File: src/rtl/sndcmd_mailbox.sv
// sndcmd_mailbox: sound-command mailbox from the main Z80 to the sound Z80.
// The main CPU writes command bytes to an I/O port. The sound CPU is paced
// with one NMI per queued command and reads the bytes from a memory address.
// Build option: define SNDCMD_FIFO_EN for a 2^DEPTH_LOG2-entry FIFO. Leave it
// undefined for the original single latch plus valid flag.
module sndcmd_mailbox #(
  parameter logic [7:0]  CMD_PORT   = 8'h14,
  parameter logic [15:0] RD_ADDR    = 16'hE000,
  parameter int          DEPTH_LOG2 = 2
) (
  input  logic        clk,
  input  logic        reset_n,
  input  logic [7:0]  m_adr,
  input  logic [7:0]  m_dout,
  input  logic        m_ix,
  input  logic        m_wr,
  input  logic [15:0] s_adr,
  input  logic        s_mx,
  input  logic        s_rd,
  input  logic        s_m1,
  output logic        s_sel,
  output logic [7:0]  s_data,
  output logic        s_nmireq,
  output logic        empty,
  output logic        full,
  output logic        ovf
);

  logic       wsel, wsel_q, rsel_q, nack, nack_q;
  logic       push, pop, nack_rise, drop;
  logic       in_service;
  logic       is_empty, is_full;
  logic [7:0] head;

  assign wsel      = m_ix & m_wr & (m_adr == CMD_PORT);
  assign s_sel     = s_mx & s_rd & (s_adr == RD_ADDR);
  assign nack      = s_m1 & s_mx & s_rd & (s_adr == 16'h0066);
  // A strobe held for several clocks still counts as one bus cycle.
  assign push      = wsel & ~wsel_q;
  // Pop only once the read has finished, so data never changes mid-read.
  assign pop       = ~s_sel & rsel_q & ~is_empty;
  assign nack_rise = nack & ~nack_q;

`ifdef SNDCMD_FIFO_EN
  localparam int                  DEPTH     = 1 << DEPTH_LOG2;
  localparam logic [DEPTH_LOG2:0] DEPTH_CNT = (DEPTH_LOG2 + 1)'(DEPTH);

  logic [7:0]            mem [DEPTH];
  logic [DEPTH_LOG2-1:0] wr_ptr, rd_ptr;
  logic [DEPTH_LOG2:0]   count;
  logic                  accept;

  assign is_empty = (count == '0);
  assign is_full  = (count == DEPTH_CNT);
  assign head     = mem[rd_ptr];
  // A simultaneous pop frees a slot, so a write while full still lands.
  assign accept   = push & (~is_full | pop);
  assign drop     = push & is_full & ~pop;

  // Pointer and occupancy bookkeeping.
  always_ff @(posedge clk or negedge reset_n) begin
    if (!reset_n) begin
      wr_ptr <= '0;
      rd_ptr <= '0;
      count  <= '0;
    end else begin
      // NOTE: sequential state uses non-blocking assignments so every
      // register samples the pre-edge values of the others.
      if (accept) wr_ptr <= wr_ptr + DEPTH_LOG2'(1);
      if (pop)    rd_ptr <= rd_ptr + DEPTH_LOG2'(1);
      if (accept && !pop)      count <= count + (DEPTH_LOG2 + 1)'(1);
      else if (pop && !accept) count <= count - (DEPTH_LOG2 + 1)'(1);
    end
  end

  // Command storage.
  // NOTE: the storage array has no reset; empty slots are never observed
  // because s_data is forced to 8'hFF while the count is zero.
  always_ff @(posedge clk) begin
    if (accept) mem[wr_ptr] <= m_dout;
  end
`else
  logic [7:0] latch_q;
  logic       valid;
  logic       unused_depth;

  // Depth only matters for the FIFO build.
  assign unused_depth = |DEPTH_LOG2;
  assign is_empty     = ~valid;
  assign is_full      = valid;
  assign head         = latch_q;
  // A pop in the same clock consumes the old byte, so that is no overwrite.
  assign drop         = push & valid & ~pop;

  // Single latch plus valid flag; every write overwrites the latch.
  always_ff @(posedge clk or negedge reset_n) begin
    if (!reset_n) begin
      latch_q <= 8'h00;
      valid   <= 1'b0;
    end else begin
      if (push) latch_q <= m_dout;
      valid <= push | (valid & ~pop);
    end
  end
`endif

  assign empty  = is_empty;
  assign full   = is_full;
  assign s_data = is_empty ? 8'hFF : head;

  // Edge registers, NMI service flag, NMI request and overflow pulse.
  always_ff @(posedge clk or negedge reset_n) begin
    if (!reset_n) begin
      wsel_q     <= 1'b0;
      rsel_q     <= 1'b0;
      nack_q     <= 1'b0;
      in_service <= 1'b0;
      s_nmireq   <= 1'b0;
      ovf        <= 1'b0;
    end else begin
      wsel_q <= wsel;
      rsel_q <= s_sel;
      nack_q <= nack;
      // A fresh acknowledge wins over a pop landing in the same clock.
      if (nack_rise) in_service <= 1'b1;
      else if (pop)  in_service <= 1'b0;
      // Built from the registered state, so the request trails a push or a
      // pop by one clock and the T80 sees a clean new edge per command.
      s_nmireq <= ~is_empty & ~in_service;
      ovf      <= drop;
    end
  end

endmodule

File: config.mk
export PLATFORM = sky130hd
export DESIGN_NAME = sndcmd_mailbox
export DESIGN_NICKNAME = d
export VERILOG_FILES = /design/src/rtl/sndcmd_mailbox.sv
export SDC_FILE = /design/constraint.sdc
export NUM_CORES = 1
export LEC_CHECK = 0
export ABC_AREA = 1
export BUFFER_PORTS_ARGS = -buffer_cell sky130_fd_sc_hd__buf_2
export CAP_MARGIN = 20
export CORE_MARGIN = 2
export CORE_UTILIZATION = 40
export DETAILED_ROUTE_END_ITERATION = 8
export PLACE_DENSITY_LB_ADDON = 0.3
export SLEW_MARGIN = 20
export SYNTH_ARGS = -nofsm -noshare
export SYNTH_HDL_FRONTEND = slang
export SYNTH_SLANG_ARGS = --single-unit
export TNS_END_PERCENT = 10
File: constraint.sdc
create_clock -name clk -period 1.24 [get_ports clk]
set_clock_uncertainty 0.2 [all_clocks]
set_input_delay 0.062 -clock clk [delete_from_list [all_inputs] [get_ports clk]]
set_output_delay 0.062 -clock clk [all_outputs]
set_load 0.03 [all_outputs]
Word-level counts from Yosys, hierarchy flattened
Cells that the tools add are included.
{"block": "op_classes", "n_eq_ne": 3, "n_mux": 3, "bitwise": 22, "reduce_logical": 1}
{"cell": "$eq A16 B16 Y1 const B", "count": 1}
{"cell": "$eq A16 B7 Y1 const B", "count": 1}
{"cell": "$and A1 B1 Y1", "count": 15}
{"cell": "$eq A8 B5 Y1 const B", "count": 1}
{"cell": "$mux W8", "count": 1}
{"cell": "$not A1 Y1", "count": 6}
{"cell": "$mux W1", "count": 2}
{"cell": "$reduce_bool A2 Y1", "count": 1}
{"cell": "$or A1 B1 Y1", "count": 1}
{"block": "word_totals", "register_bits": 15, "output_inout_bits": 13, "wordCells": 37}

Longest topological paths before layout
{"block": "depth", "ltp_word": 8, "depth_mapped": 8, "ltp_nobuf": 8}

Worst setup path before layout
Ideal clock, no wire load.
{"block": "synth_timing", "path_kind": "reg2out", "from": "register valid, in the netlist full", "to": "output s_data[0]", "arrival_ns": 1.217, "t_required_ns": 0.978, "path_slack_ns": -0.239, "stages_incl_launch_ff": 3, "n_path_buf": 0, "path_cell_list": "dfrtp_1 -> inv_1 -> or2_2"}
{"block": "synth_between", "elab_chain_cells": 1}
{"element": "start: declaration", "line_no": "84", "rtl": "logic valid;"}
{"element": "start signal: assignment", "line_no": "102", "rtl": "valid <= push | (valid & ~pop);"}
{"element": "$mux W8", "line_no": "109", "rtl": "assign s_data = is_empty ? 8'hFF : head;"}
{"element": "end: declaration", "line_no": "22", "rtl": "output logic [7:0] s_data,"}
Every way passes these cells.

Final worst setup path
{"block": "layout_timing", "from": "register valid, in the netlist full", "to": "output s_data[6]"}
The elaborated chain is that of the path after synthesis.

==> results_dict.tcl <==
set metrics [dict create \
    track_usage 0.190 \
    viasPerCell 4.54 \
    synthTopCellsByCount "nand2_1, nor2_1, dfrtp_1, nand3_1, or2_2" \
    ys_warn_count 0 \
    grt_pass1_wl_um 3440 \
    clk_latency_ps 270 \
    antenna_found_initial 0 \
    gp_congestion 0.846 \
    status "finished with violations" \
    syn2layout_area_growth_pct 72.9 \
    synthesis.nets 136 \
    final_hold_viol_count 7 \
    yosysMostFrequentCell "nand2_1" \
    coreArea_um2 1920 \
    cts_tree "built" \
    seq_area_frac_synth 0.473 \
    rr_startpoint "full" \
    clk_path_buf_depth 2 \
    placed_cell_area_um2 1110 \
    powerDensity_nw_per_um2 747 \
    antenna_left 0 \
    worstSetupPathType "flop to output pin" \
    drv_cap 0 \
    layout-drive-gt1-share 0.471 \
    synth_edf_count 0 \
    pin_count 52 \
    ys_seq_elements 15 \
    clkTransAtPathRegs_ps 90 \
    grt_max_degree 16 \
    hold_ws_ps -120 \
    startpoint "full" \
    wl_per_cell_um 10.8 \
    cts-root-buf "clkbuf_4" \
    cts_hold_buf 13 \
    drt_iter0_drc 16 \
    worst_slack_ps -283 \
    reg2regPathDepth 4 \
    met1_usage 0.192 \
    rows 16 \
    slew_violations 0 \
    hold_path_class "input port to flop" \
    required_ps 980 \
    synth_top_area_share 0.473 \
    cp-start-kind "flop" \
    cp_max_fo 5 \
    grt_busiest_layer "met2" \
    design_power_total_w 0.00102 \
    cp.arrival_ps 1260 \
    mappedNetlistArea_um2 793 \
    overflow 0 \
    fmax_mhz 657 \
    violations "negative hold slack, negative setup slack" \
    drc 0 \
    grtUsageMet3 0.0247 \
    nets 210 \
    cts_buffers 3 \
    rsz0062_at_grt "yes" \
    die-area_um2 2360 \
    crit_path_end_kind "output pin" \
    synth_area_leaders "dfrtp_1, nand2_1, nor2_1, nand3_1, or2_2" \
    vias 894 \
    design_area_um2 1370 \
    die_w_um 48.5 \
    ys.flop_type "dfrtp_1" \
    slew_headroom 0.787 \
    grt_pass1_vias 873 \
    synth_area_per_cell_um2 8.18 \
    synthDistinctLibCells 16 \
    port_buffers 51 \
    first_pass_iters 4 \
    netlist_instances 97 \
    min_from "s_adr[6]" \
    cts.sinks 15 \
    use_met2 0.373 \
    hpwl_um 1430 \
    peakVddDrop_uv 416 \
    wirelength_um 2140 \
    yosysTopAreaCell "dfrtp_1" \
    regArea_um2 377 \
    hold_path_depth 3 \
    tightest_slew_ps 319 \
    initial_core_util 0.413 \
    setup_viol 11 \
    fp.dieH_um 48.5 \
    fin_crit_sh 1.23 \
    htree_levels 1 \
    antennaDiodeCount 0 \
    leakage_nw 0.748 \
    fillerInstances 164 \
    synthArstFlopShare 1.00 \
    multi_input_area_um2 419 \
    period_needed_ps 1520 \
]
[layout by cell type, fill, tap and decap left out]
cell type / n
buf_6: 9
dfrtp_2: 1
clkinvlp_4: 2
nand2_1: 25
nand2_4: 1
buf_2: 40
dfrtp_1: 14
nor2_2: 4
nand3_1: 11
clkinv_2: 1
nor2_8: 1
buf_4: 6
nor3_2: 1
or2_4: 8
inv_2: 1
clkbuf_4: 3
dlygate4sd3_1: 13
inv_1: 5
nand3b_2: 1
nand4_4: 1
nand3b_1: 1
nor2_1: 15
nand4_1: 5
nor4_1: 1
[worst paths after layout]
path                             end  slack, ps
max reg2reg                 s_nmireq         50
max in group asynchronous       full        570
min reg2reg                 s_nmireq        240
min                           nack_q       -120
max                        s_data[6]       -280
min in group asynchronous    head[2]         10
[state kept, by name, summed over array words and instances (netlist names)]
| name | count |
|---|---|
| in_service | 1 |
| nack_q | 1 |
| rsel_q | 1 |
| wsel_q | 1 |
| full | 1 |
| s_nmireq | 1 |
| head | 8 |
| ovf | 1 |
[power breakdown]
| group | internal [W] | switching (W) |
|---|---|---|
| logic | 0.000133 | 0.000116 |
| registers | 0.000499 | 0.00000770 |
| clock network | 0.000119 | 0.000150 |
[metrics by stage]
| stage | utilization | TNS (ps) | std cells | hold slack, ps | setup WS, ps |
|---|---|---|---|---|---|
| global placement | 0.576 | 0 | 177 | -228 | 11.6 |
| global route | 0.714 | -3060 | 197 | -130 | -331 |
| finish | 0.714 | -2500 | 197 | -120 | -283 |
| detailed placement | 0.576 | -25.3 | 177 | -226 | -12.5 |
| CTS | 0.711 | -2460 | 197 | -137 | -278 |
| floorplan | - | -1490 | 97 | -434 | -186 |
[layer usage]
| metal | up-vias | wire (um) | part of all wire |
|---|---|---|---|
| li1 | 463 | - | - |
| met1 | 398 | 850 | 0.40 |
| met2 | 31 | 1160 | 0.54 |
| met3 | 2 | 97 | 0.045 |
| met4 | 0 | 27 | 0.013 |
| met5 | - | 0 | 0 |
[final cells by class]
cell class / count / share of cell area
clock buffers: 3 / 0.0164
clock inverters: 1 / 0.00365
inverters: 7 / 0.0219
multi-input cells: 75 / 0.306
flip-flops and latches: 15 / 0.275
well taps: 27 / 0.0246
repair buffers: 68 / 0.348
repair inverters: 1 / 0.00547
[timing repair]
action	4_1_cts	5_1_grt
gates resized for setup	28	3
endpoints found under the hold margin	27	2
buffers inserted	2	0
endpoints found under the setup margin	10	13
cloned	1	0
[worst max-delay path, stage by stage, from the launching register on]
cell	delay [ps]
dfrtp_2	440
clkinvlp_4	160
or2_4	260
buf_6	140
[cells by family after synthesis]
family | after synthesis | share of synthesized area
flip-flops | 15 | 0.473
AND/OR/NAND/NOR | 75 | 0.494
buffers and inverters | 7 | 0.0331
No activity file was read; power rests on OpenSTA's default activity.
